$ cat config.mk
export PLATFORM = sky130hd
export DESIGN_NAME = fifo_frame_reader
export DESIGN_NICKNAME = d
export VERILOG_FILES = /design/src/rtl/fifo_frame_reader.sv
export SDC_FILE = /design/constraint.sdc
export NUM_CORES = 1
export LEC_CHECK = 0
export ABC_AREA = 0
export BUFFER_PORTS_ARGS = -buffer_cell sky130_fd_sc_hd__buf_2
export CAP_MARGIN = 30
export CORE_MARGIN = 2
export CORE_UTILIZATION = 35
export CTS_BUF_LIST = sky130_fd_sc_hd__clkbuf_4
export CTS_CLUSTER_DIAMETER = 40
export DETAILED_ROUTE_END_ITERATION = 10
export RECOVER_POWER = 100
export SLEW_MARGIN = 5
export SYNTH_ARGS = -nofsm -noshare
export SYNTH_HDL_FRONTEND = slang
export SYNTH_SLANG_ARGS = --single-unit
$ cat constraint.sdc
create_clock -name i_clk -period 3.7 [get_ports i_clk]
set_input_delay 0.185 -clock i_clk [delete_from_list [all_inputs] [get_ports i_clk]]
set_output_delay 0.185 -clock i_clk [all_outputs]
set_load 0.05 [all_outputs]
$ cat src/rtl/fifo_frame_reader.sv
// Reads FRAME_LEN samples from a standard-mode FIFO and streams them as complex AXI-Stream beats.
// Optional FIFO underrun zero padding is enabled by defining FIFO_FRAME_READER_ZERO_PAD_EN.
//
//   state | meaning
//   IDLE  | waiting for i_start
//   RUN   | issuing FIFO reads for the current frame
//   FLUSH | all reads issued, draining the skid buffer until the tlast beat transfers
module fifo_frame_reader #(
    parameter int DATA_WIDTH = 14,
    parameter int OUT_WIDTH  = 16,
    parameter int FRAME_LEN  = 128,
    parameter int CONTINUOUS = 0
) (
    input  logic                   i_clk,
    input  logic                   i_rst,
    input  logic                   i_start,
    input  logic                   i_stop,
    input  logic [DATA_WIDTH-1:0]  i_dout,
    input  logic                   i_empty,
    output logic                   o_rd_en,
    input  logic                   i_s_axis_tready,
    output logic                   o_s_axis_tvalid,
    output logic                   o_s_axis_tlast,
    output logic [2*OUT_WIDTH-1:0] o_s_axis_tdata,
    output logic                   o_busy,
    output logic                   o_frame_done,
    output logic [15:0]            o_frame_cnt
);

    localparam int            CW   = $clog2(FRAME_LEN + 1);
    localparam logic [CW-1:0] LEN  = CW'(FRAME_LEN);
    localparam logic [CW-1:0] LAST = CW'(FRAME_LEN - 1);
    localparam logic          CONT = (CONTINUOUS != 0);

    typedef enum logic [1:0] {IDLE, RUN, FLUSH} state_t;

    state_t               r_state;
    logic [CW-1:0]        r_issued;
    logic [CW-1:0]        r_beat;
    logic                 r_inflight;
    logic                 r_stop;
    logic [1:0]           r_occ;
    logic [OUT_WIDTH-1:0] r_buf0;
    logic [OUT_WIDTH-1:0] r_buf1;
    logic                 r_frame_done;
    logic [15:0]          r_frame_cnt;

    logic                 w_xfer;
    logic                 w_tlast;
    logic                 w_frame_end;
    logic                 w_stop_pend;
    logic                 w_cont_next;
    logic                 w_can_issue;
    logic [2:0]           w_pending;
    logic                 w_rd;
    logic                 w_pad;
    logic                 w_issue;
    logic                 w_wr;
    logic [OUT_WIDTH-1:0] w_sext;
    logic [OUT_WIDTH-1:0] w_wdata;

    assign o_s_axis_tvalid = (r_occ != 2'd0);
    assign w_tlast         = (r_beat == LAST);
    assign o_s_axis_tlast  = o_s_axis_tvalid & w_tlast;
    assign o_s_axis_tdata  = {r_buf0, {OUT_WIDTH{1'b0}}};
    assign o_busy          = (r_state != IDLE);
    assign o_frame_done    = r_frame_done;
    assign o_frame_cnt     = r_frame_cnt;

    assign w_xfer      = o_s_axis_tvalid & i_s_axis_tready;
    assign w_frame_end = w_xfer & o_s_axis_tlast & (r_state == FLUSH);
    assign w_stop_pend = r_stop | (i_stop & CONT);
    // Next frame's first read may overlap the cycle the previous tlast transfers
    assign w_cont_next = CONT & w_frame_end & ~w_stop_pend;
    assign w_can_issue = ((r_state == RUN) & (r_issued != LEN)) | w_cont_next;

    // Occupancy after this cycle's transfer plus the read already in flight
    assign w_pending = {1'b0, r_occ} - {2'b00, w_xfer} + {2'b00, r_inflight};
    assign w_rd      = ~i_rst & ~i_empty & w_can_issue & (w_pending < 3'd2);
    assign o_rd_en   = w_rd;

`ifdef FIFO_FRAME_READER_ZERO_PAD_EN
    assign w_pad = ~i_rst & (r_state == RUN) & (r_issued != LEN) & i_empty &
                   ~r_inflight & (r_occ == 2'd0);
`else
    assign w_pad = 1'b0;
`endif

    assign w_issue = w_rd | w_pad;
    assign w_sext  = OUT_WIDTH'($signed(i_dout));
    assign w_wr    = r_inflight | w_pad;
    assign w_wdata = r_inflight ? w_sext : '0;

    always_ff @(posedge i_clk) begin
        if (i_rst) begin
            r_state      <= IDLE;
            r_issued     <= '0;
            r_beat       <= '0;
            r_inflight   <= 1'b0;
            r_stop       <= 1'b0;
            r_frame_done <= 1'b0;
            r_frame_cnt  <= '0;
        end else begin
            r_inflight   <= w_rd;
            r_frame_done <= 1'b0;
            if (w_xfer)
                r_beat <= w_tlast ? '0 : r_beat + 1'b1;
            case (r_state)
                IDLE: begin
                    if (i_start) begin
                        r_state  <= RUN;
                        r_issued <= '0;
                        r_beat   <= '0;
                        r_stop   <= 1'b0;
                    end
                end
                RUN: begin
                    if (i_stop & CONT)
                        r_stop <= 1'b1;
                    if (w_issue) begin
                        r_issued <= r_issued + 1'b1;
                        if (r_issued == LAST)
                            r_state <= FLUSH;
                    end
                end
                FLUSH: begin
                    if (i_stop & CONT)
                        r_stop <= 1'b1;
                    if (w_frame_end) begin
                        r_frame_done <= 1'b1;
                        r_frame_cnt  <= r_frame_cnt + 16'd1;
                        r_stop       <= 1'b0;
                        if (w_cont_next) begin
                            r_state  <= RUN;
                            r_issued <= w_rd ? CW'(1) : '0;
                        end else begin
                            r_state <= IDLE;
                        end
                    end
                end
                default: r_state <= IDLE;
            endcase
        end
    end

    // Two-entry skid buffer; r_buf0 is always the head presented on tdata
    always_ff @(posedge i_clk) begin
        if (i_rst) begin
            r_occ  <= 2'd0;
            r_buf0 <= '0;
            r_buf1 <= '0;
        end else begin
            case ({w_wr, w_xfer})
                2'b10: begin
                    if (r_occ == 2'd0) begin
                        r_buf0 <= w_wdata;
                        r_occ  <= 2'd1;
                    end else begin
                        r_buf1 <= w_wdata;
                        r_occ  <= 2'd2;
                    end
                end
                2'b01: begin
                    r_buf0 <= r_buf1;
                    r_occ  <= r_occ - 2'd1;
                end
                2'b11: begin
                    if (r_occ == 2'd1) begin
                        r_buf0 <= w_wdata;
                    end else begin
                        r_buf0 <= r_buf1;
                        r_buf1 <= w_wdata;
                    end
                end
                default: ;
            endcase
        end
    end

endmodule

Word level (Yosys, flattened, before mapping). Cells that the tools add are included. W data, S select, Z words.

Flip-flop bits (word level): 70. Latch bits: 0. Bits in writable memories: 0. ROM bits: 0. Output and inout port bits: 53. Memories kept: 0.

Add/subtract/negate cells: 6. Multiply operators: 0. Div/mod/pow operators: 0. Magnitude comparators: 1. Equal/unequal tests: 16. Shift operators: 0. Muxes and demuxes: 22. Bitwise gates (word level): 11. Reductions and logical operators: 14.

Operators by type and width (count): $mux W16 (5); $mux W8 (6); $pmux W16 S3 (1); $pmux W16 S2 (1); $add A16 B1 Y16 const B (1); $add A8 B1 Y8 const B (2); $eq A8 B7 Y1 const B (2); $pmux W8 S2 (1); $ne A2 B2 Y1 const B (6); $mux W2 (5); $reduce_bool A2 Y1 (5); $and A1 B1 Y1 (8); $ne A8 B8 Y1 const B (1); $eq A2 B1 Y1 const B (3); $eq A2 B2 Y1 const B (3); $pmux W2 S3 (1); $reduce_and A3 Y1 (2); $logic_not A2 Y1 (2); $pmux W2 S2 (1); $reduce_and A2 Y1 (2); $reduce_and A4 Y1 (1); $add A3 B1 Y3 (1); $lt A3 B2 Y1 const B (1); $not A1 Y1 (3); other kinds (6) (6).

Logic depth before layout (Yosys ltp).
Depth after elaboration: 8. Mapped depth: 14.

Least setup slack after synthesis. OpenSTA, ideal clock, no wires.

Path type: flip-flop to output port. Start: register r_occ[1]. End: output o_rd_en. Arrival: 3639 ps. Path slack: -124 ps. Stages on the path, launching flop included: 11. Cell sequence: dfxtp_1 -> inv_1 -> ha_1 -> buf_2 -> nand2b_1 -> clkbuf_1 -> nor2_1 -> o21ai_0 -> fa_1 -> nand3b_1 -> nor4b_1.

Cells in the longest elaborated chain, start to end: 6.

Ends and longest elaborated chain: start, declared (RTL line 42) `logic [1:0] r_occ;`; start signal, assigned (RTL line 165) `r_occ <= r_occ - 2'd1;`; $reduce_bool A2 Y1 (RTL line 62) `assign o_s_axis_tvalid = (r_occ != 2'd0);`; $and A1 B1 Y1 (RTL line 70) `assign w_xfer = o_s_axis_tvalid & i_s_axis_tready;`; $sub A2 B1 Y3 * (RTL line 78) `assign w_pending = {1'b0, r_occ} - {2'b00, w_xfer} + {2'b00, r_inflight};`; $add A3 B1 Y3 * (RTL line 78); $lt A3 B2 Y1 * (RTL line 79) `assign w_rd = ~i_rst & ~i_empty & w_can_issue & (w_pending < 3'd2);`; $and A1 B1 Y1 * (RTL line 79); end, declared (RTL line 20) `output logic o_rd_en,`.

Mark *: on every way between the ends. The rest lies on a longest branch, timed or not.

Final worst setup path.
Start: register r_occ[0]. End: output o_rd_en.

Same word-level chain as after synthesis.

==> out/results.tsv <==
metric	value	unit
run status	complete, no violations	
Mapped Avg Cell Area	8.610	um2
via count	2940	
Via-to-Cell Ratio	5.104	
largest family of logic cells by synthesized area	simple AND/OR/NAND/NOR gates	
final instance area	3842	um2
commonest non-fill, non-tap cells in the layout	dfxtp_1 (66), nor2_1 (46), clkbuf_1 (40), a21oi_1 (25), buf_2 (19)	
largest net degree at the start of global routing	34	
gr ovfl total	0	
Top FF cell, synth	dfxtp_1	
H-tree levels	3	
Synth Area in Adders	3.532	%
NumNets Final	471	
Critical Path AT	2.82	ns
die footprint	10520	um2
post-synthesis mux area share	4.415	%
clk slew on worst S/H paths	0.12	ns
Num CTS Buffers	9	
post-synthesis cell area	3401	um2
Max IR drop VDD	0.1720	mV
Slew Limit Fails	0	
FMAX	332.6	MHz
Hold-fix buffers, CTS	1	
core area	9328	um2
Synth Register Bits	66	
CTS tree	built	
met2 Use GR	24.03	%
Die Y	102.6	um
FF-to-FF path depth	8	
Final setup viols	0	
Num Clock Sinks	66	
RSZ-0062 raised after global routing	no	
GRT met1 Usage	18.16	%
clk root buf	clkbuf_4	
Sum Neg Setup Slack	0	ns
share of layout cells above drive strength 1	9.620	%
Post-DP Area	3737	um2
I/O pins	73	
worst-path maximum fanout	5	
startpoint class of the critical path	flop	
final clock skew	0.01104	ns
vias in the first global route	2604	
post-synthesis cell count	395	
die width	102.6	um
register area share after synthesis	38.85	%
starting DRC count in detailed routing	115	
# Post-CTS Setup Buffers	0	
busiest grt layer	met2	
MaxCap Viol Count	0	
gr usage total	14.48	%
number of remaining DRC errors	0	
total power	1714	uW
Placer Congestion	0.8367	
commonest non-fill, non-tap cell in the layout	dfxtp_1	
Min Hold Slack	0.05511	ns
final wirelength	7.480	mm
Hold WC Path Type	in2reg	
Pleak	0.001322	uW
n_diodes	0	
PD cells	446.0	nW/um2
Post-Synth XOR/XNOR Area	2.060	%
FFs w/ async S/R, synth	0	%
end of the critical path	o_rd_en	
Worst-Skew Late Latency	0.40	ns
antenna viol nets, final	0	
num rows	35	
Reg-to-Reg End	r_buf0[3]	
first-pass GRT wire length	12.03	mm
CP Class	reg2out	
min Tclk post-route	3.007	ns
Yosys cell types	52	
Crit. End Element	output port	
number of enable flip-flop cells after synthesis	0	
Final HPWL DP	5.242	mm
area grow syn2layout	12.99	%
Slew HR	13.69	%
CTS Buffer Depth	2	
Synth Area in Simple Gates	27.04	%
reg2reg start	r_occ[1]	
GRT met3 Usage	4.407	%
Initial Utilization	36.46	%
post-cts sizing count	0	
Final Hold Viols	0	
Avg WL per Cell	12.99	um
crit path from	r_occ[0]	
Required @ worst endpoint	3.51	ns
Final period util	81.26	%
Worst Max-Slew Pin Slew	1.281	ns
Synth warnings	0	
initial antenna violation count	0	
port buffer count	55	
DRT Pass-1 Iters	6	
Reg2Reg Setup Slack	0.76	ns
Synth Area in Compound Gates	16.34	%
[cell type report]
class | instances | area, um2
Fill cell | 983 | 5485
Clock buffer | 9 | 67.56
Clock inverter | 7 | 117.6
Sequential cell | 66 | 1321
Inverter | 8 | 30.03
Timing Repair Buffer | 63 | 277.8
Tap cell | 129 | 161.4
Multi-Input combinational cell | 294 | 1867
[registers in the layout, summed over array words and instances (netlist names)]
register / flops
o_frame_cnt: 16
r_buf0: 14
r_buf1: 14
r_beat: 8
r_issued: 8
r_occ: 2
r_state: 2
o_frame_done: 1
r_inflight: 1
[how the worst min path moves through the flow]
stage	startpoint	slack [ns]	end	depth (start not counted)
6_report	i_start	0.06	r_state[0]	3
5_1_grt	i_start	0.01	r_state[0]	3
4_1_cts	i_start	0.02	r_state[0]	3
3_5_place_dp	i_empty	0.43	r_inflight	2
3_3_place_gp	i_empty	0.42	r_inflight	2
2_1_floorplan	i_empty	0.26	r_inflight	1
[report_power, final]
group          internal, uW  leakage [uW]  total [uW]  switching (uW)
combinational          78.7      0.000689         341             263
clock                   342     0.0000999         610             268
sequential              740      0.000534         762            22.3
[per-stage QoR]
step | util [%] | instances | setup WS [ns]
CTS | 42.16 | 576 | 0.6217
detailed placement | 40.07 | 559 | 0.8430
global route | 41.19 | 576 | 0.1960
floorplan | - | 410 | 0.5587
finish | 41.19 | 576 | 0.6932
global placement | 39.91 | 558 | 0.8535
[Yosys cell counts, drive strengths merged, types with 8 or more instances]
| library cell | number | share of area [%] |
|---|---|---|
| nor2 | 46 | 5.1 |
| a21oi | 25 | 3.7 |
| o21ai | 13 | 1.9 |
| nand3 | 12 | 1.8 |
| a22oi | 14 | 3.1 |
| dfxtp | 66 | 39 |
| a211oi | 15 | 3.3 |
| nand2 | 17 | 1.9 |
| or3 | 11 | 2.0 |
| clkbuf | 17 | 1.9 |
| inv | 8 | 0.88 |
| buf | 25 | 4.9 |
| nand4 | 8 | 1.9 |
| mux2i | 15 | 4.4 |
| ha | 8 | 2.9 |
| or4 | 8 | 1.8 |
| and2 | 17 | 3.1 |
[per-layer routing]
layer	share of wire [%]	vias up
li1	-	1499
met1	46	1382
met2	48	52
met3	4.8	7
met4	1.1	0
met5	0	-
[critical path: stages (launching register included)]
cell,delay (ns)
dfxtp_1,0.41
inv_1,0.08
ha_1,0.20
nand2b_1,0.17
nor2_1,0.16
o21ai_0,0.13
fa_1,0.42
xnor2_1,0.26
nor4b_2,0.28
buf_2,0.31
[cells by family after synthesis]
logic type | count (synthesis)
AO/OA/AOI/OAI | 85
XOR/XNOR | 8
adder cells (fa/ha/maj) | 9
AND/OR/NAND/NOR | 161
flip-flops | 66
other | 1
buffers and inverters | 50
multiplexers | 15
No activity file was read; power rests on OpenSTA's default activity.
